File: src/rtl/taus_urng_48_16_pkg.sv
// Shared widths, taus88 shift/mask constants and step/sanitise helpers for taus_urng_48_16.
package urng_pkg;

    localparam int U0_W   = 48;
    localparam int U1_W   = 16;
    localparam int TAUS_W = 32;

    localparam int unsigned C0_Q = 32'd13;
    localparam int unsigned C0_S = 32'd19;
    localparam int unsigned C0_K = 32'd12;
    localparam int unsigned C1_Q = 32'd2;
    localparam int unsigned C1_S = 32'd25;
    localparam int unsigned C1_K = 32'd4;
    localparam int unsigned C2_Q = 32'd3;
    localparam int unsigned C2_S = 32'd11;
    localparam int unsigned C2_K = 32'd17;

    localparam logic [TAUS_W-1:0] C0_MASK = 32'hFFFF_FFFE;
    localparam logic [TAUS_W-1:0] C1_MASK = 32'hFFFF_FFF8;
    localparam logic [TAUS_W-1:0] C2_MASK = 32'hFFFF_FFF0;

    // Forcing these bits keeps every component above its lock-up threshold.
    localparam logic [TAUS_W-1:0] C0_SAN = 32'h0000_0002;
    localparam logic [TAUS_W-1:0] C1_SAN = 32'h0000_0008;
    localparam logic [TAUS_W-1:0] C2_SAN = 32'h0000_0010;

    typedef enum logic [1:0] {
        COMP_0    = 2'd0,
        COMP_1    = 2'd1,
        COMP_2    = 2'd2,
        COMP_NONE = 2'd3
    } comp_sel_e;

    function automatic logic [TAUS_W-1:0] taus_step(
        input logic [TAUS_W-1:0] s,
        input int unsigned       q,
        input int unsigned       sh,
        input int unsigned       k,
        input logic [TAUS_W-1:0] mask
    );
        logic [TAUS_W-1:0] b;
        b = ((s << q) ^ s) >> sh;
        return ((s & mask) << k) ^ b;
    endfunction

    function automatic logic [TAUS_W-1:0] sanitise(
        input logic [TAUS_W-1:0] s,
        input logic [TAUS_W-1:0] san
    );
        return s | san;
    endfunction

endpackage

File: src/rtl/taus_urng_48_16_core.sv
// taus88_core: one three-component Tausworthe generator with sanitised seed load.
module taus88_core
    import urng_pkg::*;
#(
    parameter logic [TAUS_W-1:0] SEED0 = 32'h0000_3039,
    parameter logic [TAUS_W-1:0] SEED1 = 32'h0001_E240,
    parameter logic [TAUS_W-1:0] SEED2 = 32'h0009_6B43
) (
    input  logic              clk,
    input  logic              rst,
    input  logic              i_adv,
    input  logic              i_we,
    input  logic [1:0]        i_sel,
    input  logic [TAUS_W-1:0] i_data,
    output logic [TAUS_W-1:0] o_word
);

    logic [TAUS_W-1:0] r_s0;
    logic [TAUS_W-1:0] r_s1;
    logic [TAUS_W-1:0] r_s2;
    logic [TAUS_W-1:0] w_n0;
    logic [TAUS_W-1:0] w_n1;
    logic [TAUS_W-1:0] w_n2;

    assign w_n0   = taus_step(r_s0, C0_Q, C0_S, C0_K, C0_MASK);
    assign w_n1   = taus_step(r_s1, C1_Q, C1_S, C1_K, C1_MASK);
    assign w_n2   = taus_step(r_s2, C2_Q, C2_S, C2_K, C2_MASK);
    // The output word is taken from the next state, so it is ready in the same cycle as adv.
    assign o_word = w_n0 ^ w_n1 ^ w_n2;

    // State registers: seed load has priority over stepping.
    always_ff @(posedge clk) begin
        if (rst) begin
            r_s0 <= sanitise(SEED0, C0_SAN);
            r_s1 <= sanitise(SEED1, C1_SAN);
            r_s2 <= sanitise(SEED2, C2_SAN);
        end else if (i_we) begin
            case (comp_sel_e'(i_sel))
                COMP_0:  r_s0 <= sanitise(i_data, C0_SAN);
                COMP_1:  r_s1 <= sanitise(i_data, C1_SAN);
                COMP_2:  r_s2 <= sanitise(i_data, C2_SAN);
                default: r_s0 <= r_s0;
            endcase
        end else if (i_adv) begin
            r_s0 <= w_n0;
            r_s1 <= w_n1;
            r_s2 <= w_n2;
        end else begin
            r_s0 <= r_s0;
            r_s1 <= r_s1;
            r_s2 <= r_s2;
        end
    end

endmodule

File: src/rtl/taus_urng_48_16.sv
// Dual taus88 uniform source: u0 (48b) for the log path, u1 (16b) for the trig path.
// Optional macro URNG_ZERO_GUARD_EN replaces an all-zero u0 with 48'h1.
module taus_urng_48_16
    import urng_pkg::*;
#(
    parameter logic [TAUS_W-1:0] SEED_A0 = 32'h0000_3039,
    parameter logic [TAUS_W-1:0] SEED_A1 = 32'h0001_E240,
    parameter logic [TAUS_W-1:0] SEED_A2 = 32'h0009_6B43,
    parameter logic [TAUS_W-1:0] SEED_B0 = 32'h1234_5678,
    parameter logic [TAUS_W-1:0] SEED_B1 = 32'h9ABC_DEF0,
    parameter logic [TAUS_W-1:0] SEED_B2 = 32'h0BAD_F00D
) (
    input  logic              clk,
    input  logic              rst,
    input  logic              en,
    input  logic              seed_we,
    input  logic [2:0]        seed_sel,
    input  logic [TAUS_W-1:0] seed_data,
    input  logic              out_ready,
    output logic              out_valid,
    output logic [U0_W-1:0]   u0,
    output logic [U1_W-1:0]   u1
);

    logic              w_adv;
    logic              w_we_a;
    logic              w_we_b;
    logic [1:0]        w_sel_b;
    logic [TAUS_W-1:0] w_word_a;
    logic [TAUS_W-1:0] w_word_b;
    logic [U0_W-1:0]   w_u0_raw;
    logic [U0_W-1:0]   w_u0;
    logic              r_valid;
    logic [U0_W-1:0]   r_u0;
    logic [U1_W-1:0]   r_u1;

    assign w_adv  = en & ~seed_we & (~r_valid | out_ready);
    assign w_we_a = seed_we & (seed_sel < 3'd3);
    assign w_we_b = seed_we & (seed_sel >= 3'd3) & (seed_sel <= 3'd5);

    // Map seed_sel 3..5 onto component index 0..2 of generator B.
    always_comb begin
        w_sel_b = 2'd3;
        case (seed_sel)
            3'd3:    w_sel_b = 2'd0;
            3'd4:    w_sel_b = 2'd1;
            3'd5:    w_sel_b = 2'd2;
            default: w_sel_b = 2'd3;
        endcase
    end

    taus88_core #(
        .SEED0(SEED_A0),
        .SEED1(SEED_A1),
        .SEED2(SEED_A2)
    ) u_gen_a (
        .clk   (clk),
        .rst   (rst),
        .i_adv (w_adv),
        .i_we  (w_we_a),
        .i_sel (seed_sel[1:0]),
        .i_data(seed_data),
        .o_word(w_word_a)
    );

    taus88_core #(
        .SEED0(SEED_B0),
        .SEED1(SEED_B1),
        .SEED2(SEED_B2)
    ) u_gen_b (
        .clk   (clk),
        .rst   (rst),
        .i_adv (w_adv),
        .i_we  (w_we_b),
        .i_sel (w_sel_b),
        .i_data(seed_data),
        .o_word(w_word_b)
    );

    assign w_u0_raw = {w_word_a, w_word_b[TAUS_W-1:U1_W]};

`ifdef URNG_ZERO_GUARD_EN
    // Keeps ln(u0) finite and the downstream LZD valid asserted.
    assign w_u0 = (w_u0_raw == 48'h0) ? 48'h0000_0000_0001 : w_u0_raw;
`else
    assign w_u0 = w_u0_raw;
`endif

    // Output register and handshake; a seed write drops any pending sample.
    always_ff @(posedge clk) begin
        if (rst) begin
            r_valid <= 1'b0;
            r_u0    <= 48'h0;
            r_u1    <= 16'h0;
        end else if (seed_we) begin
            r_valid <= 1'b0;
        end else if (w_adv) begin
            r_valid <= 1'b1;
            r_u0    <= w_u0;
            r_u1    <= w_word_b[U1_W-1:0];
        end else if (r_valid & out_ready) begin
            r_valid <= 1'b0;
        end else begin
            r_valid <= r_valid;
        end
    end

    assign out_valid = r_valid;
    assign u0        = r_u0;
    assign u1        = r_u1;

endmodule

File: config.mk
export PLATFORM = sky130hd
export DESIGN_NAME = taus_urng_48_16
export DESIGN_NICKNAME = d
export VERILOG_FILES = /design/src/rtl/taus_urng_48_16_pkg.sv /design/src/rtl/taus_urng_48_16_core.sv /design/src/rtl/taus_urng_48_16.sv
export SDC_FILE = /design/constraint.sdc
export NUM_CORES = 1
export LEC_CHECK = 0
export BUFFER_PORTS_ARGS = -buffer_cell sky130_fd_sc_hd__buf_2
export CORE_MARGIN = 5
export CORE_UTILIZATION = 55
export CTS_BUF_LIST = sky130_fd_sc_hd__clkbuf_2
export DETAILED_ROUTE_END_ITERATION = 16
export PLACE_DENSITY = 0.75
export SETUP_SLACK_MARGIN = 0.2
export SYNTH_ARGS = -nofsm -noshare
export SYNTH_HDL_FRONTEND = slang
export SYNTH_HIERARCHICAL = 1
export SYNTH_SLANG_ARGS = --single-unit
File: constraint.sdc
create_clock -name clk -period 4.9 [get_ports clk]
set_clock_uncertainty 0.1 [all_clocks]
set_input_delay 0.98 -clock clk [delete_from_list [all_inputs] [get_ports clk]]
set_output_delay 0.98 -clock clk [all_outputs]
set_load 0.1 [all_outputs]
# Yosys cells after proc, flatten, opt, wreduce, memory -nomap -nowiden
# Cells that the tools add are included.
# op_classes
n_lt_le_gt_ge,3
n_eq_ne,13
muxes,21
n_bitwise,25
n_reduce_logical,13
# op_table
cell,count
2-to-1 mux 32 bit,18
bitwise XOR 32 bit,10
bitwise XOR 32 x 13 -> 32 bit,2
bitwise XOR 32 x 21 -> 32 bit,2
bitwise XOR 32 x 7 -> 32 bit,2
AND reduction 2 bit,7
"!= test 2 bit, second input constant",6
bitwise AND 1 bit,6
"equality test 3 bit, second input constant",2
one-hot mux 2 bit (3 select lines),1
nonzero test 2 bit,3
"equality test 2 x 1 -> 1 bit, second input constant",2
"equality test 2 bit, second input constant",2
logical NOT 2 bit,2
"equality test 3 x 2 -> 1 bit, second input constant",1
"greater-or-equal comparator 3 x 2 -> 1 bit, second input constant",1
"less-or-equal comparator 3 bit, second input constant",1
"less-than comparator 3 x 2 -> 1 bit, second input constant",1
2-to-1 mux 1 bit,2
inverter 1 bit,2
OR reduction 2 bit,1
OR 1 bit,1
# word_totals
regBits,257
in_bits,40
out_inout_bits,65
word_cells,84

# Logic depth before layout (Yosys ltp)
# Gate-level depths: netlist of the first run.
# depth
word_depth,5
depth_mapped,8
ltp_nobuf,6

# Modules after synthesis
# The synthesis of the first run kept the hierarchy.
# by_module_without_submodules
mod,n_inst,cells_per_inst,area_per_inst_um2,seq_area_each_um2
taus88_core (u_gen_a),1,536,5011.1,1761.7
taus88_core (u_gen_b),1,549,4981.0,1761.7
taus_urng_48_16,1,290,3009.1,1301.2

# Least setup slack after synthesis of the first run
# Ideal clock, no wire load.
# synth_path
kind,input-to-reg
start,in seed_sel[1]
end,reg u_gen_b.r_s0[14]
setup_ps,129
arrival_ps,2536
t_required_ps,4671
setup_slack_ps,2135
stages,8
n_path_buf,2
path_cell_list,nand2_1 > or2_2 > a21boi_1 > or3b_1 > buf_2 > buf_6 > a221oi_2 > o21ai_1
# synth_via
elab_chain_len,5
elab_cells_between_ends,13
cone_classes,order compare (2); eq/ne (4); mux (2); bitwise (2); reduce/logical (3)
# synth_lines
element,line_no,text
start: declaration,taus_urng_48_16.sv:17,"input logic [2:0] seed_sel,"
greater-or-equal comparator 3 x 2 -> 1 bit,taus_urng_48_16.sv:39,assign w_we_b = seed_we & (seed_sel >= 3'd3) & (seed_sel <= 3'd5);
bitwise AND 1 bit,taus_urng_48_16.sv:39,
bitwise AND 1 bit (*),taus_urng_48_16.sv:39,
named net w_we_b,taus_urng_48_16.sv:27,logic w_we_b;
!= test 2 bit (no source line) / nonzero test 2 bit (equally long branches),n/a,
AND reduction 2 bit (no source line),n/a,
end signal: assignment,taus_urng_48_16_core.sv:42,default: r_s0 <= r_s0;
end signal: assignment,taus_urng_48_16_core.sv:45,r_s0 <= w_n0;
end signal: assignment,taus_urng_48_16_core.sv:49,r_s0 <= r_s0;
end: declaration,taus_urng_48_16_core.sv:18,logic [TAUS_W-1:0] r_s0;
# Mark *: on every way through the listed nets, which the timed path passes. The rest lies on a longest branch.
# A chain may end at the register's enable or synchronous reset.

# Worst setup path in the final report of the first run
# layout_path
start,in seed_sel[0]
end,reg u_gen_b.r_s0[27]
# Same word-level chain as after synthesis.

==> results of run 1 <==
-- stage by stage --
| step | setup WS [ns] | hold WS, ns | std cells | total power (uW) | instance area, sq um |
|---|---|---|---|---|---|
| floorplan | 2.14 | 0.375 | 1375 | 3490 | 13000 |
| global placement | 1.09 | 0.355 | 1697 | 3850 | 13400 |
| detailed placement | 1.06 | 0.359 | 1697 | 3870 | 13400 |
| CTS | 1.96 | 0.171 | 1791 | 5130 | 13900 |
| global route | 1.74 | 0.210 | 1792 | 5340 | 13900 |
| finish | 1.77 | 0.281 | 1792 | 5140 | 13900 |
-- cell usage after synthesis, types with 9 or more instances --
cell	n
a31oi_1	14
a221o_1	14
nor3_1	123
nand2b_1	150
clkbuf_1	48
dfxtp_1	241
nor2b_1	19
xnor2_1	168
o21ai_1	9
a21oi_1	17
a211oi_1	77
a32o_1	16
buf_2	44
mux2i_1	144
xor2_1	43
and2_1	16
a221oi_1	21
buf_4	13
o22ai_1	13
a22oi_1	20
buf_6	9
o21ai_0	57
nand2_1	36
-- worst paths after layout --
kind / from / end / slack, ns / cells past startpoint
hold / removal: seed_we / out_valid / 0.28 / 2
setup / recovery: seed_sel[0] / u_gen_b/r_s0[27] / 1.77 / 7
hold reg to reg: u0[17] / u0[17] / 0.37 / 2
setup reg to reg: out_valid / u_gen_b/r_s2[12] / 2.00 / 8
-- worst max-delay path: cells and delay by family --
| kind | cells | cell delay, ns |
|---|---|---|
| AO/OA/AOI/OAI | 2 | 0.94 |
| buffers and inverters | 1 | 0.19 |
| AND/OR/NAND/NOR | 4 | 1.66 |
-- area by class of cell --
class / instances / area [sq um]
clock buffer: 89 / 445
inverter: 4 / 15.0
tap: 319 / 399
antenna: 1 / 2.50
fill: 2133 / 9520
clock inverter: 5 / 18.8
sequential: 241 / 4820
multi-input combinational: 1004 / 7460
timing repair buffer: 129 / 719
-- routing by layer --
metal	wire length (um)	part of all wire [%]	track usage, %	vias to the layer above
met1	17300	42	43.6	5209
li1	-	-	-	5023
met3	5270	13	7.65	119
met4	1460	3.6	10.5	0
met5	0	0	0	-
met2	16700	41	41.3	725
-- state kept, by name (all words and copies together), names as in the netlist --
name          cells
u_gen_a/r_s1     29
u_gen_a/r_s2     28
u1               16
u_gen_b/r_s0     31
out_valid         1
u_gen_a/r_s0     31
u0               48
u_gen_b/r_s2     28
u_gen_b/r_s1     29
-- report_power, final --
group          total, uW  internal (uW)  switching [uW]  leakage [uW]
sequential          2300           2120             174       0.00198
combinational       1570            511            1060       0.00290
clock               1270            469             799      0.000383
-- kinds of logic after synthesis --
| group | count (synthesis) |
|---|---|
| compound gates | 273 |
| simple gates | 376 |
| flops | 241 |
| xor+xnor | 211 |
| mux | 144 |
| buf+inv | 130 |
==> results.json, run 1 <==
{
  "status": "finished clean",
  "drt_iter0_markers": 1690,
  "report.final.slew_viol_count": 0,
  "num_vias": 11100,
  "p_leak_uw": 0.00526,
  "fin_crit_sh_pct": 63.9,
  "cts_root_buf": "clkbuf_2",
  "synth-main-ff-cell": "dfxtp_1",
  "synth_top_area_cell": "dfxtp_1",
  "synth_top_family_by_area": "simple AND/OR/NAND/NOR gates",
  "design.portCount": 105,
  "rows": 56,
  "die_h_um": 164,
  "synth_cells": 1375,
  "die_x_um": 164,
  "nNetsFinal": 1480,
  "cts_hold_buf": 0,
  "ir_worst_vdd_mv": 0.168,
  "rsz0062_at_grt": "no",
  "finalSetupTns_ns": 0,
  "syn_avg_cell_area_sq_um": 9.46,
  "overflow": 0,
  "final_cell_mix": "dfxtp_1, xnor2_1, nand2b_1, mux2i_1, nor3_1",
  "synth_area_sq_um": 13000,
  "synthTopCellsByArea": "dfxtp_1, xnor2_1, mux2i_1",
  "antenna_left": 0,
  "synth_edf_count": 0,
  "worst_path_most_repeated_cell": "nand2_1",
  "powerDensity_nw_per_um2": 370,
  "first_pass_iters": 5,
  "first_global_vias": 10300,
  "antenna_found_initial": 1,
  "portBuffers": 102,
  "grt_pass1_wl_mm": 61.4,
  "hpwlAfterDp_mm": 28.6,
  "synthMuxAreaShare_pct": 11.1,
  "fin_crit_ns": 3.13,
  "crit_path_cell_trace": "buf_2, nand2_1, or2_2, a21boi_4, nand2b_2, nand2_1, a211oi_1",
  "h-tree-depth": 2,
  "synth-xor-area-share_pct": 14.2,
  "fmax_mhz": 320,
  "cpPeakStageDelay_ns": 0.65,
  "synth_nets": 1415,
  "arrival_ns": 3.80,
  "maxSlewHeadroom_pct": 24.9,
  "drive_gt1_share_pct": 17.1,
  "final_common_cell": "dfxtp_1",
  "synth_top_area_share_pct": 37.1,
  "utilization_pct": 59.3,
  "maxCapViolations": 0,
  "cts_tree": "done",
  "ys_warn_count": 6,
  "syn_to_final_growth_pct": 6.81,
  "worstMarginPinSlew_ns": 1.13,
  "endpoint_kind": "flop",
  "cts_inserted_buffers": 60,
  "required_ns": 5.57,
  "die_area_sq_um": 26800,
  "grt_max_degree": 91,
  "synth_seq_cells": 241,
  "finalSetupViolations": 0,
  "synth_fa_ha_area_share_pct": 0,
  "gp_congestion": 1.03,
  "routedWlPerCell_um": 22.7,
  "clk_pin_slew_ns": 0.09,
  "synth_simple_gate_area_share_pct": 16.6,
  "hold_class": "in2reg",
  "cp_max_fo": 22,
  "path_class": "in2reg",
  "ys_types": 46,
  "crit_slowest_cell": "nand2b_2",
  "drc_errors": 0,
  "async_reset_ff_share_pct": 0,
  "grtUsageTotal_pct": 29.5,
  "hold_viol": 0,
  "cts_sinks": 241,
  "startpoint_type": "input pin",
  "start_util_pct": 55.6,
  "cts_buffer_depth": 3,
  "clk_latency_ns": 0.88,
  "ctsResizeCount": 0,
  "wirelength_mm": 40.7,
  "core_area_sq_um": 23400,
  "synth_compound_area_share_pct": 15.3,
  "ys_seq_area_share_pct": 37.1,
  "postCtsSetupBuffers": 0,
  "viasPerCell": 6.18
}
No activity file was read; power rests on OpenSTA's default activity.
==> run 2: changes to the inputs <==
- PLACE_DENSITY: 0.75 -> 0.78
- clock period: 4.9 -> 2.64 ns (I/O delays scaled with it)
==> run 2 against run 1 <==
First-iteration DRC count decreased by 10%. Final cell count rose by 4.2%. Clock power grew 89%. Worst hold slack got worse by 0.20 ns. Via count is 4.2% higher. Non-clock buffer count up 66. Largest cell class unchanged.
==> results.json, run 2 (synthesized netlist as in run 1, its figures left out) <==
{
  "status": "finished clean",
  "gp_congestion": 1.00,
  "rows": 56,
  "num_vias": 11500,
  "crit_slowest_cell": "dlygate4sd3_1",
  "clk_latency_ns": 0.88,
  "utilization_pct": 62.8,
  "drt_iter0_markers": 1513,
  "crit_path_cell_trace": "dlygate4sd3_1, buf_2, and3b_4, buf_12, nand3b_2, nand2_1, buf_12, a211oi_1, dlygate4sd3_1",
  "num-fill-cells": 1944,
  "first_pass_iters": 8,
  "total_power_uw": 9720,
  "rsz0062_at_grt": "no",
  "overflow": 0,
  "cp_max_fo": 16,
  "drc_errors": 0,
  "h-tree-depth": 2,
  "routedWlPerCell_um": 22.2,
  "ir_worst_vdd_mv": 0.278,
  "wl_met1_mm": 16.9,
  "design_area_sq_um": 14700,
  "startpoint_type": "input pin",
  "first_global_vias": 10800,
  "antenna_found_initial": 3,
  "die_h_um": 164,
  "arrival_ns": 3.05,
  "cts_tree": "done",
  "finalSetupViolations": 0,
  "cts_sinks": 241,
  "core_area_sq_um": 23400,
  "worstMarginPinSlew_ns": 0.638,
  "setup_ws_ns": 0.294,
  "start_util_pct": 55.6,
  "fmax_mhz": 426,
  "hold_class": "in2reg",
  "portBuffers": 102,
  "finalSetupTns_ns": 0,
  "wl_met3_mm": 5.54,
  "wl_met2_mm": 17.3,
  "drive_gt1_share_pct": 18.5,
  "die_area_sq_um": 26800,
  "die_x_um": 164,
  "cts_inserted_buffers": 61,
  "fin_crit_sh_pct": 88.9,
  "hpwlAfterDp_mm": 29.5,
  "p_leak_uw": 0.00565,
  "viasPerCell": 6.18,
  "routed.top_layer": "met4",
  "grtUsageTotal_pct": 30.1,
  "grt_max_degree": 70,
  "placed_area_sq_um": 13800,
  "nNetsFinal": 1547,
  "syn_to_final_growth_pct": 13.0,
  "clk_pin_slew_ns": 0.11,
  "design.portCount": 105,
  "cts_root_buf": "clkbuf_2",
  "cpPeakStageDelay_ns": 0.59,
  "required_ns": 3.35,
  "maxSlewHeadroom_pct": 57.2,
  "grt_pass1_wl_mm": 62.8,
  "maxCapViolations": 0,
  "antenna_left": 0,
  "report.final.slew_viol_count": 0,
  "path_class": "in2reg",
  "final_common_cell": "dfxtp_1",
  "fin_crit_ns": 2.35,
  "endpoint_kind": "flop",
  "final_cell_mix": "dfxtp_1, xnor2_1, nand2b_1, mux2i_1, nor3_1",
  "wirelength_mm": 41.5,
  "largest_reg_flops": 48,
  "powerDensity_nw_per_um2": 661,
  "cts_buffer_depth": 3,
  "pre_cts_slack_ns": -0.00455,
  "hold_viol": 0
}
[run 2: changes by cell type in the layout (fill, tap and decap cells not counted), moves of 2 or more]
| cell | previous run | this run |
|---|---|---|
| buf_12 | 0 | 16 |
| clkbuf_2 | 89 | 87 |
| dlygate4sd3_1 | 0 | 31 |
| clkinv_1 | 3 | 13 |
| buf_4 | 27 | 46 |
[run 2: final timing paths]
check	from	endpoint	slack, ns	cells after the start
worst min-delay path	seed_data[22]	u_gen_b/r_s0[22]	0.08	3
worst max register to register	out_valid	u_gen_a/r_s1[31]	0.30	8
worst min register to register	u0[18]	u0[18]	0.38	2
worst max-delay path	seed_we	u_gen_a/r_s1[31]	0.29	9
[run 2: power breakdown]
group          internal, uW  total [uW]  switching (uW)
registers              3940        4270             334
clock network           872        2400            1530
logic                  1040        3050            2010
[run 2: worst max-delay path, delay by kind of cell]
| family | cells | cell delay, ns |
|---|---|---|
| buffers and inverters | 5 | 1.63 |
| AOI/OAI and AO/OA | 1 | 0.21 |
| and+or+nand+nor | 3 | 0.67 |
[run 2: metrics by stage]
step	std cells	hold WS, ns
finish	1867	0.0762
global placement	1726	0.354
floorplan	1375	0.375
CTS	1859	0.00905
global route	1866	0.00226
detailed placement	1726	0.360
[run 2: final cells by class]
class / instances / area, sq um / area share, %
Tap cell: 319 / 399 / 2.72
Sequential cell: 241 / 4830 / 32.8
Clock inverter: 15 / 57.6 / 0.392
Inverter: 4 / 15.0 / 0.102
Clock buffer: 87 / 435 / 2.96
Multi-Input combinational cell: 1004 / 7460 / 50.8
Timing Repair Buffer: 195 / 1490 / 10.2
Antenna cell: 2 / 5.00 / 0.0341
[run 2: layer usage]
| metal | up-vias | global-route usage, % |
|---|---|---|
| li1 | 5172 | - |
| met4 | 0 | 12.0 |
| met5 | - | 0 |
| met1 | 5465 | 41.6 |
| met2 | 767 | 43.0 |
| met3 | 142 | 10.2 |
[run 2: timing repair]
item                                   4_1_cts  5_1_grt
setup endpoints to repair                    0        1
endpoints found under the hold margin       76        0
setup buffers                                0        6
hold buffers                                31        0
resized for setup                            0        0
